--- config.mk ---
export PLATFORM = sky130hd
export DESIGN_NAME = exe_div_stage
export DESIGN_NICKNAME = d
export VERILOG_FILES = /design/src/rtl/exe_div_stage.sv
export SDC_FILE = /design/constraint.sdc
export NUM_CORES = 1
export LEC_CHECK = 0
export BUFFER_PORTS_ARGS = -buffer_cell sky130_fd_sc_hd__buf_4
export CAP_MARGIN = 20
export CELL_PAD_IN_SITES_DETAIL_PLACEMENT = 1
export CELL_PAD_IN_SITES_GLOBAL_PLACEMENT = 1
export CORE_MARGIN = 5
export CORE_UTILIZATION = 30
export CTS_BUF_LIST = sky130_fd_sc_hd__clkbuf_4 sky130_fd_sc_hd__clkbuf_8
export DETAILED_ROUTE_END_ITERATION = 10
export PLACE_DENSITY = 0.64
export SYNTH_ARGS = -nofsm -noshare
export SYNTH_HDL_FRONTEND = slang
export SYNTH_SLANG_ARGS = --single-unit
--- constraint.sdc ---
create_clock -name clk -period 4.3 [get_ports clk]
set_input_delay 0.645 -clock clk [delete_from_list [all_inputs] [get_ports clk]]
set_output_delay 0.645 -clock clk [all_outputs]
set_load 0.1 [all_outputs]
--- src/rtl/exe_div_stage.sv ---
// ----------------------------------------------------------------------------
// exe_div_stage
//   Execute stage with a ready-go handshake and an iterative divider.
//   - DIV/DIVU: WIDTH-cycle restoring radix-2 division. The quotient goes to
//     result_lo and the remainder to result_hi.
//   - Any other op: alu_result plus the sideband payload are registered into
//     the EXE->MEM register in one cycle.
//   - exe_allowin stalls the ID stage while a division is in flight.
//
// Ports
//   clk            rising-edge clock
//   rst            asynchronous, active-low reset
//   exe_valid_in   ID->EXE register holds a valid instruction
//   is_div         instruction is DIV/DIVU
//   is_signed      1 = DIV, 0 = DIVU
//   src_a, src_b   dividend / divisor
//   alu_result     result of non-divide ops
//   payload_in     sideband (PC, RegWaddr, ctrl), held stable while stalled
//   flush          exception/interrupt flush
//   mem_allowin    MEM stage can accept
//   exe_allowin    EXE can accept a new instruction from ID
//   exe_busy       divider FSM is not IDLE
//   exe_valid_out  EXE->MEM register valid
//   result_lo      quotient or alu_result
//   result_hi      remainder or 0
//   div_by_zero    committed divide had a zero divisor
//   payload_out    registered payload_in
// ----------------------------------------------------------------------------
module exe_div_stage #(
    parameter int WIDTH     = 32,
    parameter int PAYLOAD_W = 64
) (
    input  logic                 clk,
    input  logic                 rst,
    input  logic                 exe_valid_in,
    input  logic                 is_div,
    input  logic                 is_signed,
    input  logic [WIDTH-1:0]     src_a,
    input  logic [WIDTH-1:0]     src_b,
    input  logic [WIDTH-1:0]     alu_result,
    input  logic [PAYLOAD_W-1:0] payload_in,
    input  logic                 flush,
    input  logic                 mem_allowin,
    output logic                 exe_allowin,
    output logic                 exe_busy,
    output logic                 exe_valid_out,
    output logic [WIDTH-1:0]     result_lo,
    output logic [WIDTH-1:0]     result_hi,
    output logic                 div_by_zero,
    output logic [PAYLOAD_W-1:0] payload_out
);

    localparam logic [1:0] S_IDLE = 2'd0;
    localparam logic [1:0] S_BUSY = 2'd1;
    localparam logic [1:0] S_DONE = 2'd2;

    localparam int CNT_W = $clog2(WIDTH + 1);

    function automatic logic [WIDTH-1:0] negate(input logic [WIDTH-1:0] v);
        return (~v) + {{(WIDTH-1){1'b0}}, 1'b1};
    endfunction

    // Divider state
    logic [1:0]       state_q, state_d;
    logic [CNT_W-1:0] cnt_q, cnt_d;
    logic [WIDTH-1:0] rem_q, rem_d;    // partial remainder (always < divisor)
    logic [WIDTH-1:0] quo_q, quo_d;    // dividend shifts out, quotient shifts in
    logic [WIDTH-1:0] dvs_q, dvs_d;    // divisor magnitude
    logic             qneg_q, qneg_d;  // negate quotient at the end
    logic             rneg_q, rneg_d;  // negate remainder at the end
    logic             dzp_q, dzp_d;    // pending divide-by-zero flag

    // EXE->MEM register
    logic                 valid_q, valid_d;
    logic [WIDTH-1:0]     lo_q, lo_d;
    logic [WIDTH-1:0]     hi_q, hi_d;
    logic                 dz_q, dz_d;
    logic [PAYLOAD_W-1:0] pl_q, pl_d;

    logic             readygo, commit, start;
    logic [WIDTH-1:0] abs_a, abs_b, div_lo, div_hi;
    logic [WIDTH:0]   rem_sh;
    logic             fits;

    assign readygo = ~is_div | (state_q == S_DONE);
    assign commit  = exe_valid_in & readygo & mem_allowin & ~flush;
    assign start   = exe_valid_in & is_div & ~flush & (state_q == S_IDLE);

    assign exe_allowin   = ~exe_valid_in | (readygo & mem_allowin);
    assign exe_busy      = (state_q != S_IDLE);
    assign exe_valid_out = valid_q;
    assign result_lo     = lo_q;
    assign result_hi     = hi_q;
    assign div_by_zero   = dz_q;
    assign payload_out   = pl_q;

    // Operand magnitudes: only signed divides take absolute values.
    // |MIN| stays 2^(WIDTH-1), which is correct as an unsigned magnitude.
    assign abs_a = (is_signed & src_a[WIDTH-1]) ? negate(src_a) : src_a;
    assign abs_b = (is_signed & src_b[WIDTH-1]) ? negate(src_b) : src_b;

    // One restoring step: bring in the next dividend bit, subtract if it fits.
    assign rem_sh = {rem_q, quo_q[WIDTH-1]};
    assign fits   = (rem_sh >= {1'b0, dvs_q});

    // Sign fix-up wraps, so MIN / -1 yields quotient MIN with no trap.
    assign div_lo = qneg_q ? negate(quo_q) : quo_q;
    assign div_hi = rneg_q ? negate(rem_q) : rem_q;

    always_comb begin
        // NOTE: every signal assigned here gets a default first, so no path
        // leaves it unassigned and no latch is inferred.
        state_d = state_q;
        cnt_d   = cnt_q;
        rem_d   = rem_q;
        quo_d   = quo_q;
        dvs_d   = dvs_q;
        qneg_d  = qneg_q;
        rneg_d  = rneg_q;
        dzp_d   = dzp_q;

        if (flush) begin
            state_d = S_IDLE;
            cnt_d   = '0;
        end else begin
            case (state_q)
                S_IDLE: begin
                    if (start) begin
                        dvs_d  = abs_b;
                        quo_d  = abs_a;
                        rem_d  = '0;
                        qneg_d = is_signed & (src_a[WIDTH-1] ^ src_b[WIDTH-1]);
                        rneg_d = is_signed & src_a[WIDTH-1];
                        dzp_d  = 1'b0;
                        cnt_d  = CNT_W'(WIDTH);
                        state_d = S_BUSY;
                        if (src_b == '0) begin
                            // Zero divisor: skip iteration, report raw operands.
                            quo_d   = '1;
                            rem_d   = src_a;
                            qneg_d  = 1'b0;
                            rneg_d  = 1'b0;
                            dzp_d   = 1'b1;
                            cnt_d   = '0;
                            state_d = S_DONE;
                        end
                    end
                end
                S_BUSY: begin
                    if (fits) begin
                        rem_d = WIDTH'(rem_sh - {1'b0, dvs_q});
                        quo_d = {quo_q[WIDTH-2:0], 1'b1};
                    end else begin
                        rem_d = rem_sh[WIDTH-1:0];
                        quo_d = {quo_q[WIDTH-2:0], 1'b0};
                    end
                    cnt_d = cnt_q - CNT_W'(1);
                    if (cnt_q == CNT_W'(1)) state_d = S_DONE;
                end
                S_DONE: begin
                    if (commit) state_d = S_IDLE;
                end
                default: state_d = S_IDLE;
            endcase
        end
    end

    always_comb begin
        lo_d = lo_q;
        hi_d = hi_q;
        dz_d = dz_q;
        pl_d = pl_q;

        // Holding valid while MEM is stalled keeps the output until consumed.
        if (flush)            valid_d = 1'b0;
        else if (commit)      valid_d = 1'b1;
        else if (mem_allowin) valid_d = 1'b0;
        else                  valid_d = valid_q;

        if (commit) begin
            pl_d = payload_in;
            if (is_div) begin
                lo_d = div_lo;
                hi_d = div_hi;
                dz_d = dzp_q;
            end else begin
                lo_d = alu_result;
                hi_d = '0;
                dz_d = 1'b0;
            end
        end
    end

    // NOTE: state registers use non-blocking assignments so every flop
    // samples the pre-edge value of every other flop.
    always_ff @(posedge clk or negedge rst) begin
        if (!rst) begin
            state_q <= S_IDLE;
            cnt_q   <= '0;
            rem_q   <= '0;
            quo_q   <= '0;
            dvs_q   <= '0;
            qneg_q  <= 1'b0;
            rneg_q  <= 1'b0;
            dzp_q   <= 1'b0;
            valid_q <= 1'b0;
            lo_q    <= '0;
            hi_q    <= '0;
            dz_q    <= 1'b0;
            pl_q    <= '0;
        end else begin
            state_q <= state_d;
            cnt_q   <= cnt_d;
            rem_q   <= rem_d;
            quo_q   <= quo_d;
            dvs_q   <= dvs_d;
            qneg_q  <= qneg_d;
            rneg_q  <= rneg_d;
            dzp_q   <= dzp_d;
            valid_q <= valid_d;
            lo_q    <= lo_d;
            hi_q    <= hi_d;
            dz_q    <= dz_d;
            pl_q    <= pl_d;
        end
    end

endmodule

==> results.json, run 1 <==
{
  "dp_hpwl_um": 43200,
  "startpoint_type": "flip-flop",
  "num_vias": 14292,
  "power_mw": 13.1,
  "avgRoutedWirePerCell_um": 20.6,
  "nets": 2293,
  "rows": 80,
  "core_um2": 47600,
  "p_leak_nw": 8.76,
  "cts_root_buffer": "clkbuf_8",
  "crit_end": "rem_q[3]$_DFFE_PN0P_",
  "area_growth_syn_to_layout_pct": 27.8,
  "clockBufferDepth": 3,
  "max-cap-violations": 0,
  "drtAntennaViolNets": 0,
  "fp.dieH_um": 229,
  "regToRegStartpoint": "rem_q[2]$_DFFE_PN0P_",
  "antenna_found_initial": 0,
  "die-width_um": 229,
  "tns_ns": 0,
  "crit_family": "compound AO/OA/AOI/OAI gates",
  "yosys-top-cells-area": "dfrtp_1 41%, nand2_1 12%, o21ai_0 7.8%, xor2_1 5.4%, a21oi_1 3.7%",
  "syn-num-nets": 2003,
  "crit_path_end_kind": "flip-flop",
  "pin_count": 299,
  "post_cts_buffers": 0,
  "htree_levels": 2,
  "cts_resized": 0,
  "netlist_instances": 1797,
  "cp_max_fo": 11,
  "worst_slew_pin_slew_ns": 0.981,
  "p_per_area_nw_per_um2": 713,
  "max_stage_delay_ns": 0.47,
  "grt_pass1_wl_um": 87600,
  "critPathRequiredTime_ns": 4.82,
  "firstDrtPassIters": 5,
  "io_buffer_count": 298,
  "clock_latency_ns": 0.63,
  "crit_start": "rem_q[2]$_DFFE_PN0P_",
  "ir_worst_vdd_uv": 217,
  "grt.overflow.total": 0,
  "fin_worst_skew_ns": 0.0339,
  "yosys.area.top_type": "dfrtp_1",
  "r2r_cells": 12,
  "max_slew_margin_pct": 34.6,
  "cts_buffers": 47,
  "cpMostUsedCell": "buf_4",
  "grt_pass1_vias": 14622,
  "routed_wl_um": 56300,
  "period_share_pct": 81.1,
  "yosysTopAreaCellShare_pct": 41.2,
  "cts_tree": "yes",
  "ys.flop_type": "dfrtp_1",
  "slowest_stage": "dfrtp_1",
  "r2r_setup_slack_ns": 0.81,
  "seq_area_um2": 5930,
  "critical_path.cell_chain": "ha_1 > nand3_1 > nand2_1 > or2_2 > a41oi_1 > o31ai_1 > buf_4 > o211ai_1 > buf_4 > a211oi_1 > a311o_1 > mux2_2",
  "drv_slew": 0,
  "ys_seq_area_share_pct": 41.2,
  "period_needed_ns": 3.49,
  "gp_congestion": 0.858,
  "cts.clk_slew.worst_paths_ns": 0.06,
  "path_depth": 12,
  "setup.worst_path.class": "reg -> reg",
  "multi_input_area_um2": 7890,
  "syn_area_per_cell_um2": 8.01,
  "initial_core_util_pct": 30.2,
  "fmax_mhz": 287,
  "ys_types": 60,
  "num_antenna_cells": 0,
  "report.final.hold_viol_count": 0,
  "cts_hold_buf": 0,
  "r2r-end": "rem_q[3]$_DFFE_PN0P_",
  "drc": 0,
  "min_path_type": "in -> async",
  "synth-edff-count": 0,
  "n_fill_cell": 5714,
  "dieArea_um2": 52500,
  "cp_num_buf_inv": 2,
  "drt_first_iter_violations": 798,
  "synth_area_um2": 14400,
  "synth-warning-count": 0,
  "rsz0062_at_grt": "no",
  "status": "finished, final reports clean",
  "critPathArrivalTime_ns": 4.00,
  "synthArstFlopShare_pct": 100,
  "grt_max_degree": 104,
  "post-route-util_pct": 38.6,
  "synth_common_cells": "465 x nand2_1, 237 x dfrtp_1, 225 x o21ai_0",
  "drive_above_1_share_pct": 20.8,
  "cts.sinks": 237,
  "routed_via_density": 5.23,
  "ys_ff_latch": 237,
  "grt_usage_pct": 20.8,
  "setup_viol": 0,
  "synth_most_common_cell": "nand2_1"
}
-- where the power goes --
part / internal, mW / switching (mW)
clock network: 1.39 / 1.04
logic: 2.10 / 5.13
registers: 2.83 / 0.628
total: 6.32 / 6.80
-- state kept, by name, indices dropped and copies added (netlist names) --
register       flops
qneg_q             1
result_hi         32
cnt_q              6
rneg_q             1
state_q            2
dvs_q             32
result_lo         32
exe_valid_out      1
quo_q             32
div_by_zero        1
rem_q             32
dzp_q              1
payload_out       64
-- per-stage QoR --
step,hold WS (ns),worst slack (ns),instance area (um^2),std cells
global route,0.161,0.567,18400,2733
global placement,0.458,0.793,17400,2651
floorplan,0.349,1.05,14400,1797
finish,0.101,0.814,18400,2733
detailed placement,0.464,0.755,17400,2651
CTS,0.107,0.796,18400,2731
-- how the worst min path moves through the flow --
stage	end	slack (ns)	depth (start not counted)
4_1_cts	payload_out[23]$_DFFE_PN0P_	0.11	1
3_3_place_gp	result_hi[2]$_DFFE_PN0P_	0.46	2
6_report	payload_out[7]$_DFFE_PN0P_	0.10	1
5_1_grt	payload_out[13]$_DFFE_PN0P_	0.16	1
3_5_place_dp	result_hi[1]$_DFFE_PN0P_	0.46	2
2_1_floorplan	cnt_q[0]$_DFFE_PN0P_	0.35	0
-- layer usage --
metal	track usage (%)	vias up	part of all wire, %
met5	0	-	0
met4	7.35	0	3.3
met3	4.25	107	6.0
met2	34.1	400	47
met1	27.3	6979	44
li1	-	6806	-
-- worst register-to-register path: cells and delay by family, from the launching register on --
kind,cells,cell delay (ns)
AOI/OAI and AO/OA,5,1.28
and+or+nand+nor,3,0.54
adders and majority gates,1,0.41
buffers and inverters,2,0.40
DFF,1,0.47
muxes,1,0.26
-- kinds of logic (layout without fill, tap and decap cells) --
logic type	Yosys count	in the layout	share of synthesized area [%]
and+or+nand+nor	729	729	22.1
AOI/OAI and AO/OA	479	479	19.3
DFF	237	237	41.2
buffers and inverters	157	478	4.30
xor gates and xnor gates	140	140	8.52
adders and majority gates	39	39	3.44
muxes	16	16	1.13
-- layout make-up --
cell class                 instances  area share (%)
clock inverter                     4           0.143
tap                              615            4.18
clock buffer                      76            5.18
inverter                          62            1.26
sequential                       237            32.2
multi-input combinational       1403            42.9
timing repair buffer             336            14.1
-- layout by cell type, fill, tap and decap left out, drive strengths merged, types with 13 or more instances in the layout --
cell type  synthesis  routed
nand2            465     465
buf                6     336
dfrtp            237     237
o21ai            227     227
a21oi            106     106
xor2              89      89
clkbuf            88      76
nor2              75      75
inv               62      63
xnor2             51      51
ha                38      38
nand3             36      36
o31ai             36      36
nor3              34      34
o22ai             25      25
a31oi             20      20
and3              17      17
nand2b            15      15
mux2i             14      14
or4               14      14
o41ai             13      13
or3               13      13
Note: power is estimated with default switching activity, not from simulation.
==> run 2: changes to the inputs <==
Clock period 4.3 ns to 3.56 ns, I/O delays scaled along.
==> results.json, run 2 (synthesis gave the netlist of run 1 again) <==
{
  "cts_buffers": 47,
  "grt_max_degree": 83,
  "cts_tree": "yes",
  "worst_slew_pin_slew_ns": 0.920,
  "dp_hpwl_um": 44300,
  "io_buffer_count": 298,
  "num_vias": 14375,
  "htree_levels": 2,
  "gp_congestion": 0.875,
  "antenna_found_initial": 1,
  "setup.worst_path.class": "reg -> reg",
  "critPathRequiredTime_ns": 4.02,
  "fmax_mhz": 291,
  "max-cap-violations": 0,
  "critPathArrivalTime_ns": 3.90,
  "final_cell_mix": "464 x nand2_1, 385 x buf_4, 237 x dfrtp_1",
  "report.final.hold_viol_count": 0,
  "grt_pass1_wl_um": 87700,
  "routed_via_density": 5.14,
  "drive_above_1_share_pct": 23.0,
  "avgRoutedWirePerCell_um": 20.2,
  "clockBufferDepth": 3,
  "die-width_um": 229,
  "cts.sinks": 237,
  "drv_slew": 0,
  "post-route-util_pct": 39.7,
  "min_path_type": "in -> reg",
  "rows": 80,
  "ir_worst_vdd_uv": 291,
  "grt.overflow.total": 0,
  "setup_viol": 0,
  "fin_worst_skew_ns": 0.0173,
  "cts.clk_slew.worst_paths_ns": 0.06,
  "rsz0062_at_grt": "no",
  "tns_ns": 0,
  "period_needed_ns": 3.44,
  "final_common_cell": "nand2_1",
  "firstDrtPassIters": 5,
  "cp_max_fo": 5,
  "dieArea_um2": 52500,
  "clock_latency_ns": 0.62,
  "drc": 0,
  "grt_usage_pct": 20.8,
  "max_slew_margin_pct": 38.5,
  "p_per_area_nw_per_um2": 869,
  "period_share_pct": 96.6,
  "status": "finished, final reports clean",
  "drt_first_iter_violations": 614,
  "area_growth_syn_to_layout_pct": 31.3,
  "crit_path_end_kind": "flip-flop",
  "startpoint_type": "flip-flop",
  "power_mw": 16.4,
  "grt_pass1_vias": 14948,
  "fp.dieH_um": 229,
  "core_um2": 47600,
  "routed_wl_um": 56400,
  "nets": 2350,
  "drtAntennaViolNets": 0,
  "pin_count": 299,
  "p_leak_nw": 9.07,
  "initial_core_util_pct": 30.2,
  "fin_hold_ws_ns": 0.108,
  "largest_reg_flops": 64,
  "cts_root_buffer": "clkbuf_8"
}
run 2: worst paths after layout:
| check | startpoint | to | slack [ns] | depth (start not counted) |
|---|---|---|---|---|
| max | quo_q[10]$_DFFE_PN0P_ | result_lo[29]$_DFFE_PN0P_ | 0.12 | 8 |
| min | payload_in[16] | payload_out[16]$_DFFE_PN0P_ | 0.11 | 3 |
| max reg2reg | quo_q[10]$_DFFE_PN0P_ | result_lo[29]$_DFFE_PN0P_ | 0.12 | 8 |
| min reg2reg | div_by_zero$_DFFE_PN0P_ | div_by_zero$_DFFE_PN0P_ | 0.47 | 2 |
| max in group asynchronous | rst | result_hi[20]$_DFFE_PN0P_ | 2.16 | 3 |
| min in group asynchronous | rst | payload_out[13]$_DFFE_PN0P_ | 0.52 | 2 |
run 2: power breakdown:
group	total [mW]	internal, mW	switching (mW)
Combinational	9.25	2.86	6.39
Sequential	4.10	3.43	0.675
Clock	3.07	1.78	1.29
run 2: repair_timing:
action                                 in CTS  in global routing
setup endpoints to repair                   0                 15
resized for setup                           0                  3
endpoints found under the hold margin      78                  0
hold buffers                                1                  0
setup buffers                               0                  0
run 2: area by class of cell:
cell class	instances	area, um^2
fill	5765	28700
clock inverter	8	82.6
multi-input combinational	1403	7890
sequential	237	5930
inverter	62	233
clock buffer	76	958
tap	615	769
antenna	1	2.50
timing repair buffer	393	3040
run 2: metal layers:
layer	vias to the layer above	share of wire (%)	global-route usage [%]
met5	-	0	0
li1	6894	-	-
met3	85	5.4	4.22
met1	7038	45	27.1
met2	358	47	35.3
met4	0	2.5	5.98
run 2: worst max-delay path, cell delays in order, from the launching register on:
cell	delay, ns
dfrtp_1	0.37
or4_4	0.55
or3_4	0.38
or4_4	0.54
or4_4	0.46
or4_4	0.48
o41ai_4	0.23
xor2_1	0.20
o21ai_1	0.08
run 2: stage by stage:
stage | std cells | setup WS [ns] | cell area, um^2
after global placement | 2709 | 0.165 | 17800
after floorplan | 1797 | 0.306 | 14400
after CTS | 2794 | 0.0399 | 18900
final | 2795 | 0.123 | 18900
after detailed placement | 2709 | 0.0851 | 17800
after global routing | 2795 | 0.0112 | 18900
